### src/rtl/weight_sum_accumulator.sv
// -----------------------------------------------------------------------------
// weight_sum_accumulator
//
// Collects weighted spike events into per-neuron excitatory/inhibitory sum
// slots for one timestep, then drains every slot (index 0..NEURON_COUNT-1)
// to the neuron unit over a valid/ready handshake. Each drained slot is
// cleared as it is accepted, so the block is ready for the next timestep.
//
// FSM: IDLE -> (TimestepStart) -> ACCUM -> (TimestepEnd) -> DRAIN -> IDLE
//
// Ports
//   Clock, Reset                 clock, async active-low reset
//   TimestepStart/TimestepEnd    one-cycle pulses that open/close accumulation
//   SpikeValid/SpikeReady        spike handshake (ready only in ACCUM)
//   SpikeNeuronID/SpikeWeight    target slot and signed fixed-point weight
//   SpikeInhibitory              0 = excitatory sum, 1 = inhibitory sum
//   SumValid/SumReady            drain handshake (valid only in DRAIN)
//   SumNeuronID/ExWeightSum/InWeightSum  offered slot, zero outside DRAIN
//   Busy                         state != IDLE
//   Overflow                     sticky signed overflow, cleared by reset or
//                                by TimestepStart accepted in IDLE
//
// Build option
//   WTSUM_SATURATE_EN  defined: overflowing sums clamp to max/min value;
//                      undefined: two's-complement wrap. Overflow sets in both.
// -----------------------------------------------------------------------------

// One neuron's excitatory/inhibitory sum pair with its own adder.
module weight_sum_slot #(
   parameter int DATA_WIDTH = 64
) (
   input  logic                  Clock,
   input  logic                  Reset,
   input  logic                  add_en,
   input  logic                  add_inhib,
   input  logic                  clr,
   input  logic [DATA_WIDTH-1:0] weight,
   output logic [DATA_WIDTH-1:0] ex_sum,
   output logic [DATA_WIDTH-1:0] in_sum,
   output logic                  ovf
);
   localparam int MSB = DATA_WIDTH - 1;
`ifdef WTSUM_SATURATE_EN
   localparam logic [DATA_WIDTH-1:0] MAX_POS = {1'b0, {(DATA_WIDTH-1){1'b1}}};
   localparam logic [DATA_WIDTH-1:0] MIN_NEG = {1'b1, {(DATA_WIDTH-1){1'b0}}};
`endif

   logic [DATA_WIDTH-1:0] addend;
   logic [DATA_WIDTH-1:0] raw;
   logic [DATA_WIDTH-1:0] result;

   always_comb begin
      addend = add_inhib ? in_sum : ex_sum;
      raw    = addend + weight;
      // Same-sign operands producing an opposite-sign result is the only
      // way a signed add can leave the representable range.
      ovf    = add_en && (addend[MSB] == weight[MSB]) && (raw[MSB] != addend[MSB]);
      result = raw;
`ifdef WTSUM_SATURATE_EN
      if (ovf) result = addend[MSB] ? MIN_NEG : MAX_POS;
`endif
   end

   always_ff @(posedge Clock or negedge Reset) begin
      if (!Reset) begin
         ex_sum <= '0;
         in_sum <= '0;
      end else if (clr) begin
         ex_sum <= '0;
         in_sum <= '0;
      end else if (add_en) begin
         if (add_inhib) in_sum <= result;
         else           ex_sum <= result;
      end
   end
endmodule

module weight_sum_accumulator #(
   parameter int INTEGER_WIDTH   = 32,
   parameter int DATA_WIDTH_FRAC = 32,
   parameter int DATA_WIDTH      = INTEGER_WIDTH + DATA_WIDTH_FRAC,
   parameter int NEURON_COUNT    = 8,
   parameter int NID_WIDTH       = 3
) (
   input  logic                  Clock,
   input  logic                  Reset,
   input  logic                  TimestepStart,
   input  logic                  TimestepEnd,
   input  logic                  SpikeValid,
   output logic                  SpikeReady,
   input  logic [NID_WIDTH-1:0]  SpikeNeuronID,
   input  logic [DATA_WIDTH-1:0] SpikeWeight,
   input  logic                  SpikeInhibitory,
   output logic                  SumValid,
   input  logic                  SumReady,
   output logic [NID_WIDTH-1:0]  SumNeuronID,
   output logic [DATA_WIDTH-1:0] ExWeightSum,
   output logic [DATA_WIDTH-1:0] InWeightSum,
   output logic                  Busy,
   output logic                  Overflow
);
   typedef enum logic [1:0] {IDLE, ACCUM, DRAIN} state_t;

   state_t                                  state, state_nxt;
   logic [NID_WIDTH-1:0]                    index;
   logic                                    spike_hs;
   logic                                    drain_hs;
   logic                                    last_idx;
   logic [NEURON_COUNT-1:0][DATA_WIDTH-1:0] ex_all;
   logic [NEURON_COUNT-1:0][DATA_WIDTH-1:0] in_all;
   logic [NEURON_COUNT-1:0]                 ovf_all;
   logic [NEURON_COUNT-1:0]                 add_en;
   logic [NEURON_COUNT-1:0]                 clr;

   always_comb begin
      spike_hs = (state == ACCUM) && SpikeValid;
      drain_hs = (state == DRAIN) && SumReady;
      last_idx = (index == NID_WIDTH'(NEURON_COUNT - 1));
   end

   // Slot array. An out-of-range SpikeNeuronID matches no slot, so the
   // spike is still handshaken but leaves every sum untouched.
   for (genvar g = 0; g < NEURON_COUNT; g++) begin : g_slot
      assign add_en[g] = spike_hs && (SpikeNeuronID == NID_WIDTH'(g));
      assign clr[g]    = drain_hs && (index == NID_WIDTH'(g));

      weight_sum_slot #(.DATA_WIDTH(DATA_WIDTH)) u_slot (
         .Clock     (Clock),
         .Reset     (Reset),
         .add_en    (add_en[g]),
         .add_inhib (SpikeInhibitory),
         .clr       (clr[g]),
         .weight    (SpikeWeight),
         .ex_sum    (ex_all[g]),
         .in_sum    (in_all[g]),
         .ovf       (ovf_all[g])
      );
   end

   always_ff @(posedge Clock or negedge Reset) begin
      if (!Reset) state <= IDLE;
      else        state <= state_nxt;
   end

   always_comb begin
      state_nxt  = state;
      SpikeReady = 1'b0;
      SumValid   = 1'b0;
      Busy       = 1'b1;
      unique case (state)
         IDLE: begin
            Busy = 1'b0;
            if (TimestepStart) state_nxt = ACCUM;
         end
         ACCUM: begin
            SpikeReady = 1'b1;
            if (TimestepEnd) state_nxt = DRAIN;
         end
         DRAIN: begin
            SumValid = 1'b1;
            if (SumReady && last_idx) state_nxt = IDLE;
         end
         default: state_nxt = IDLE;
      endcase
   end

   // Drain index sits at 0 outside DRAIN so every drain starts at slot 0.
   always_ff @(posedge Clock or negedge Reset) begin
      if (!Reset)                     index <= '0;
      else if (state != DRAIN)        index <= '0;
      else if (drain_hs && last_idx)  index <= '0;
      else if (drain_hs)              index <= index + 1'b1;
   end

   always_ff @(posedge Clock or negedge Reset) begin
      if (!Reset)                               Overflow <= 1'b0;
      else if ((state == IDLE) && TimestepStart) Overflow <= 1'b0;
      else if (|ovf_all)                        Overflow <= 1'b1;
   end

   // Slot contents only change on the accepting edge, so the offered pair
   // stays stable while SumReady is low.
   always_comb begin
      SumNeuronID = '0;
      ExWeightSum = '0;
      InWeightSum = '0;
      if (state == DRAIN) begin
         SumNeuronID = index;
         ExWeightSum = ex_all[index];
         InWeightSum = in_all[index];
      end
   end
endmodule

### config.mk
export PLATFORM = sky130hd
export DESIGN_NAME = weight_sum_accumulator
export DESIGN_NICKNAME = d
export VERILOG_FILES = /design/src/rtl/weight_sum_accumulator.sv
export SDC_FILE = /design/constraint.sdc
export NUM_CORES = 2
export LEC_CHECK = 0
export ABC_AREA = 1
export CAP_MARGIN = 20
export CORE_MARGIN = 2
export CORE_UTILIZATION = 50
export DETAILED_ROUTE_END_ITERATION = 12
export PLACE_DENSITY = 0.69
export SYNTH_ARGS = -nofsm -noshare
export SYNTH_HDL_FRONTEND = slang
export SYNTH_SLANG_ARGS = --single-unit
export TNS_END_PERCENT = 100
### constraint.sdc
create_clock -name Clock -period 2.85 [get_ports Clock]
set_clock_uncertainty 0.2 [all_clocks]
set_input_delay 0.57 -clock Clock [delete_from_list [all_inputs] [get_ports Clock]]
set_output_delay 0.57 -clock Clock [all_outputs]
set_load 0.01 [all_outputs]
==> results of run 1 <==
-- cell usage after synthesis (4+ instances only) --
library cell and count:
a211oi_1 9, a21boi_0 28, a21boi_1 4, a21o_1 64
a21oi_1 1109, a21oi_2 4, a22o_1 108, a31o_2 4
a31oi_1 51, and2_1 6, and3_1 6, buf_1 43
buf_2 94, buf_4 6, clkbuf_1 438, dfrtp_1 1030
fa_1 8, ha_1 510, inv_1 1535, inv_2 21
nand2_1 4420, nand3_1 489, nand3b_1 88, nand4_1 179
nor2_1 1460, nor3_1 116, nor4_1 39, o2111ai_1 15
o211ai_1 22, o21a_1 27, o21ai_0 2116, o21ai_1 127
o21ai_2 5, o21bai_1 150, o22ai_1 104, o311ai_0 4
or2_2 92, xnor2_1 28, xor2_1 88
-- layer usage --
layer / overflow / GRT usage
met5: 0 / 0.0736
met4: 13 / 0.710
met3: 0 / 0.390
met2: 7 / 0.914
met1: 0 / 0.651
-- stage by stage --
stage	TNS (ns)	area (um^2)	util	setup WS, ns	hold WS, ns
4_1_cts	-427.99	139000	0.768	-1.38	0.113
3_5_place_dp	-968.86	132000	0.731	-1.43	0.266
3_3_place_gp	-916.57	132000	0.731	-1.43	0.262
2_1_floorplan	-282.98	92300	-	-0.681	0.0744
-- logic make-up after synthesis --
kind of cell | Yosys count | synth area share
fa+ha+maj | 518 | 0.0720
xor+xnor | 116 | 0.0112
mux | 3 | 0.000331
compound gates | 3959 | 0.235
buf+inv | 2140 | 0.0901
flops | 1030 | 0.284
simple gates | 6912 | 0.308
-- timing repair --
item / in CTS
setup endpoints to repair: 1155
resized for setup: 572
setup buffers: 32
endpoints found under the hold margin: 149
hold buffers: 1
pin swaps: 46
gates cloned: 27
==> impl_metrics.yaml, run 1 <==
outcome:
  status: "did not finish"
  stop_stage: "global routing (5_1_grt)"
  error_line: "[ERROR GRT-0116] Global routing finished with congestion. Check the congestion regions in the DRC Viewer."
synth:
  ys.flop_type: "dfrtp_1"
  yosys-top-cells-area: "dfrtp_1 28%, nand2_1 18%, o21ai_0 12%, ha_1 7.0%, inv_1 6.3%"
  synth_top_cell_by_area: "dfrtp_1"
  synth_cell_type_count: 56
  ys_seq_area_frac: 0.284
  synth_fp_nets: 15300
  synth_seq_cells: 1030
  ys_warn_count: 0
  avgSynthCellArea_um2: 6.19
  synth_edf_count: 0
  synth_cells: 14700
  syn_area_mm2: 0.0908
  async_reset_ff_frac: 1.00
  yosysTopAreaCellShare: 0.284
grt:
  grt_max_degree: 89
  grtUsageTotal: 0.660
  grt_pass1_vias: 133000
  grt-ovfl-total: 20
  grt_pass1_wl_um: 893000
floorplanning:
  num_rows: 156
  dieHeight_um: 430
  design.portCount: 209
  start_util: 0.503
  die_w_um: 430
cts:
  clock_sinks: 1030
  root_buffer: "clkbuf_16"
  h-tree-depth: 3
  cts.path.max_buffers: 3
  numCtsBuffers: 120
place:
  gp_congestion: 1.21
  dp.cells: 21100
  dp_hpwl_um: 455000
  port_buffers: 208
==> run 2, diff against run 1 <==
--- a/config.mk
+++ b/config.mk
@@ -8,9 +8,9 @@
 export ABC_AREA = 1
 export CAP_MARGIN = 20
 export CORE_MARGIN = 2
-export CORE_UTILIZATION = 50
+export CORE_UTILIZATION = 35
 export DETAILED_ROUTE_END_ITERATION = 12
-export PLACE_DENSITY = 0.69
+export PLACE_DENSITY_LB_ADDON = 0.15
 export SYNTH_ARGS = -nofsm -noshare
 export SYNTH_HDL_FRONTEND = slang
 export SYNTH_SLANG_ARGS = --single-unit
==> constraint.sdc (replaced) <==
create_clock -name Clock -period 3.7 [get_ports Clock]
set_clock_uncertainty 0.2 [all_clocks]
set_input_delay 0.74 -clock Clock [delete_from_list [all_inputs] [get_ports Clock]]
set_output_delay 0.74 -clock Clock [all_outputs]
set_load 0.01 [all_outputs]
==> impl_metrics.yaml, run 2 <==
place:
  dp_hpwl_um: 496000
  port_buffers: 208
  gp_congestion: 1.10
  dp.cells: 21400
cells_and_area:
  final_cells: 21800
  top_regs: "g_slot.u_slot.ex_sum: 512 flops, g_slot.u_slot.in_sum: 512 flops, index: 3 flops"
  drive_above_1_share: 0.253
  final_cell_mix: "4414 x nand2_1, 3450 x buf_4, 1797 x o21ai_0"
  final_common_cell: "nand2_1"
  area_growth_pct: 49.3
  nNetsFinal: 18900
  final_util: 0.527
cts:
  clock_latency_ns: 0.90
  numCtsBuffers: 147
  cts.path.max_buffers: 4
  clock_sinks: 1030
  root_buffer: "clkbuf_16"
  h-tree-depth: 4
  cts.reportedPaths.clkPinSlew_ns: 0.05
  cts_tree: "done"
synth:
  ys_warn_count: 0
  syn_area_mm2: 0.0908
  yosys-top-cells-area: "dfrtp_1 28%, nand2_1 18%, o21ai_0 12%, ha_1 7.0%, inv_1 6.3%"
  synth_edf_count: 0
  ys_seq_area_frac: 0.284
  synth_fp_nets: 15300
  synth.most_common_cell: "nand2_1"
  synth_seq_cells: 1030
  yosysTopAreaCellShare: 0.284
  ys.flop_type: "dfrtp_1"
  synth_cell_type_count: 56
  synth_commonest_cells: "4420 x nand2_1, 2116 x o21ai_0, 1535 x inv_1"
  synth_cells: 14700
  async_reset_ff_frac: 1.00
  synth_top_cell_by_area: "dfrtp_1"
  avgSynthCellArea_um2: 6.19
route:
  first_pass_iters: 6
  drc: 0
  vias_per_cell: 5.38
  routed_wl_um: 603000
  via_count: 118000
  antenna_left: 0
  wl_per_cell_um: 27.6
  drt_iter0_markers: 11700
floorplanning:
  dieHeight_um: 513
  coreArea_mm2: 0.257
  num_rows: 186
  design.portCount: 209
  die-area_mm2: 0.264
  start_util: 0.353
  die_w_um: 513
critical_path:
  end_kind: "primary output"
  ff2ff_setup_slack_ns: -0.19
  required_ns: 2.76
  worstPathMaxFanout: 9
  path_class: "reg2out"
  path_buf_inv: 4
  path_delay_family: "buffers and inverters"
  cpPeakStageDelay_ns: 0.57
  slowest_stage: "dfrtp_4"
  start_kind: "register"
  r2r_end: "Overflow"
  cp.arrival_ns: 3.45
  crit_chain: "buf_16, buf_6, a21oi_1, o21ai_1, o21ai_2, a22o_1, buf_12, clkdlybuf4s50_1"
  timing.rr.start: "g_slot[4].u_slot.ex_sum[22]"
  worstRegToRegCells: 21
min_path:
  hold_path.class: "reg2reg"
  holdPathStages: 2
  whs_endpoint: "g_slot[5].u_slot.ex_sum[7]"
  min-delay-start: "g_slot[5].u_slot.ex_sum[7]"
power_and_ir_drop:
  peakVddDrop_v: 0.000519
  power_density_mw_per_mm2: 830
  leakage_nw: 69.8
outcome:
  status: "complete, but fails checks"
  violations: "negative setup slack"
timing:
  fin_crit_sh: 1.19
  hold-worst-slack_ns: 0.281
  rsz0062_at_grt: "true"
  finalHoldViolCount: 0
  maxSlewViolCount: 0
  tightest_slew_ns: 1.03
  slew_headroom: 0.313
  worst_slack_ns: -0.689
  fmax_ghz: 0.228
  setup_viol_count_final: 146
  period_minus_slack_ns: 4.39
  tns_ns: -45.24
grt:
  grt_max_degree: 112
  antenna_found_initial: 41
  grt_pass1_wl_um: 811000
  grt_pass1_vias: 115000
  grtUsageTotal: 0.436
  grt-ovfl-total: 0
job:
  maxCapViolations: 0
run 2: final cells by class:
class                   count  area [um^2]
repair inverters            3         71.3
well taps                3384         4230
inverters                1559         5920
flip-flops and latches   1030        25800
clock inverters            51          693
multi-input cells       11500        59000
fillers                 27000       122000
clock buffers             197         4150
repair buffers           4022        35500
diodes                     88          220
run 2: worst min-delay path: cells and delay by family, from the launching register on:
family,cells,cell delay (ns)
compound gates,1,0.06
simple gates,1,0.05
flops,1,0.34
run 2: how the worst max path moves through the flow:
stage / startpoint / endpoint / slack [ns] / depth (start not counted)
after floorplan: SpikeInhibitory / g_slot[5].u_slot.ex_sum[32] / -0.02 / 22
after global placement: SpikeInhibitory / g_slot[5].u_slot.ex_sum[37] / -1.12 / 18
after detailed placement: SpikeInhibitory / g_slot[5].u_slot.ex_sum[37] / -1.08 / 18
after CTS: index[0] / ExWeightSum[16] / -0.77 / 9
after global routing: index[0] / InWeightSum[50] / -0.69 / 9
final: index[0] / ExWeightSum[33] / -0.69 / 8
run 2: layer usage:
metal	share of wire	vias up	global-route usage
met5	0.00011	-	0
met4	0.12	10	0.443
met3	0.074	1569	0.0885
met2	0.46	4979	0.707
met1	0.35	55200	0.463
li1	-	55800	-
run 2: metrics by stage:
stage	area, um^2	total power, mW	setup WS [ns]
global placement	126000	91.7	-1.12
CTS	132000	108	-0.769
global route	136000	118	-0.688
detailed placement	126000	91.9	-1.08
floorplan	91000	48.5	-0.0238
finish	136000	113	-0.689
run 2: cell families (layout without fill, tap and decap cells):
kind of cell,Yosys count,after routing,synth area share
AND/OR/NAND/NOR,6912,6912,0.308
AO/OA/AOI/OAI,3959,3959,0.235
buffers and inverters,2140,5832,0.0901
flip-flops,1030,1030,0.284
adder cells (fa/ha/maj),518,518,0.0720
XOR/XNOR,116,116,0.0112
multiplexers,3,3,0.000331
other,0,88,0
run 2: power breakdown:
group	leakage, nW	internal (mW)	total (mW)	switching, mW
Clock	2.38	8.89	14.9	5.99
Sequential	13.3	16.0	21.0	4.96
Combinational	54.1	32.2	76.7	44.4
Total	69.8	57.2	113	55.4
run 2: timing repair:
action                                  in CTS  in global routing
gates resized for setup                    342                733
hold buffers                                 1                  0
setup buffers                               10                 44
pin swaps                                   15                 63
endpoints found under the setup margin     134                206
endpoints found under the hold margin       17                  0
cloned                                       8                 27
(Power assumes the default switching activity.)
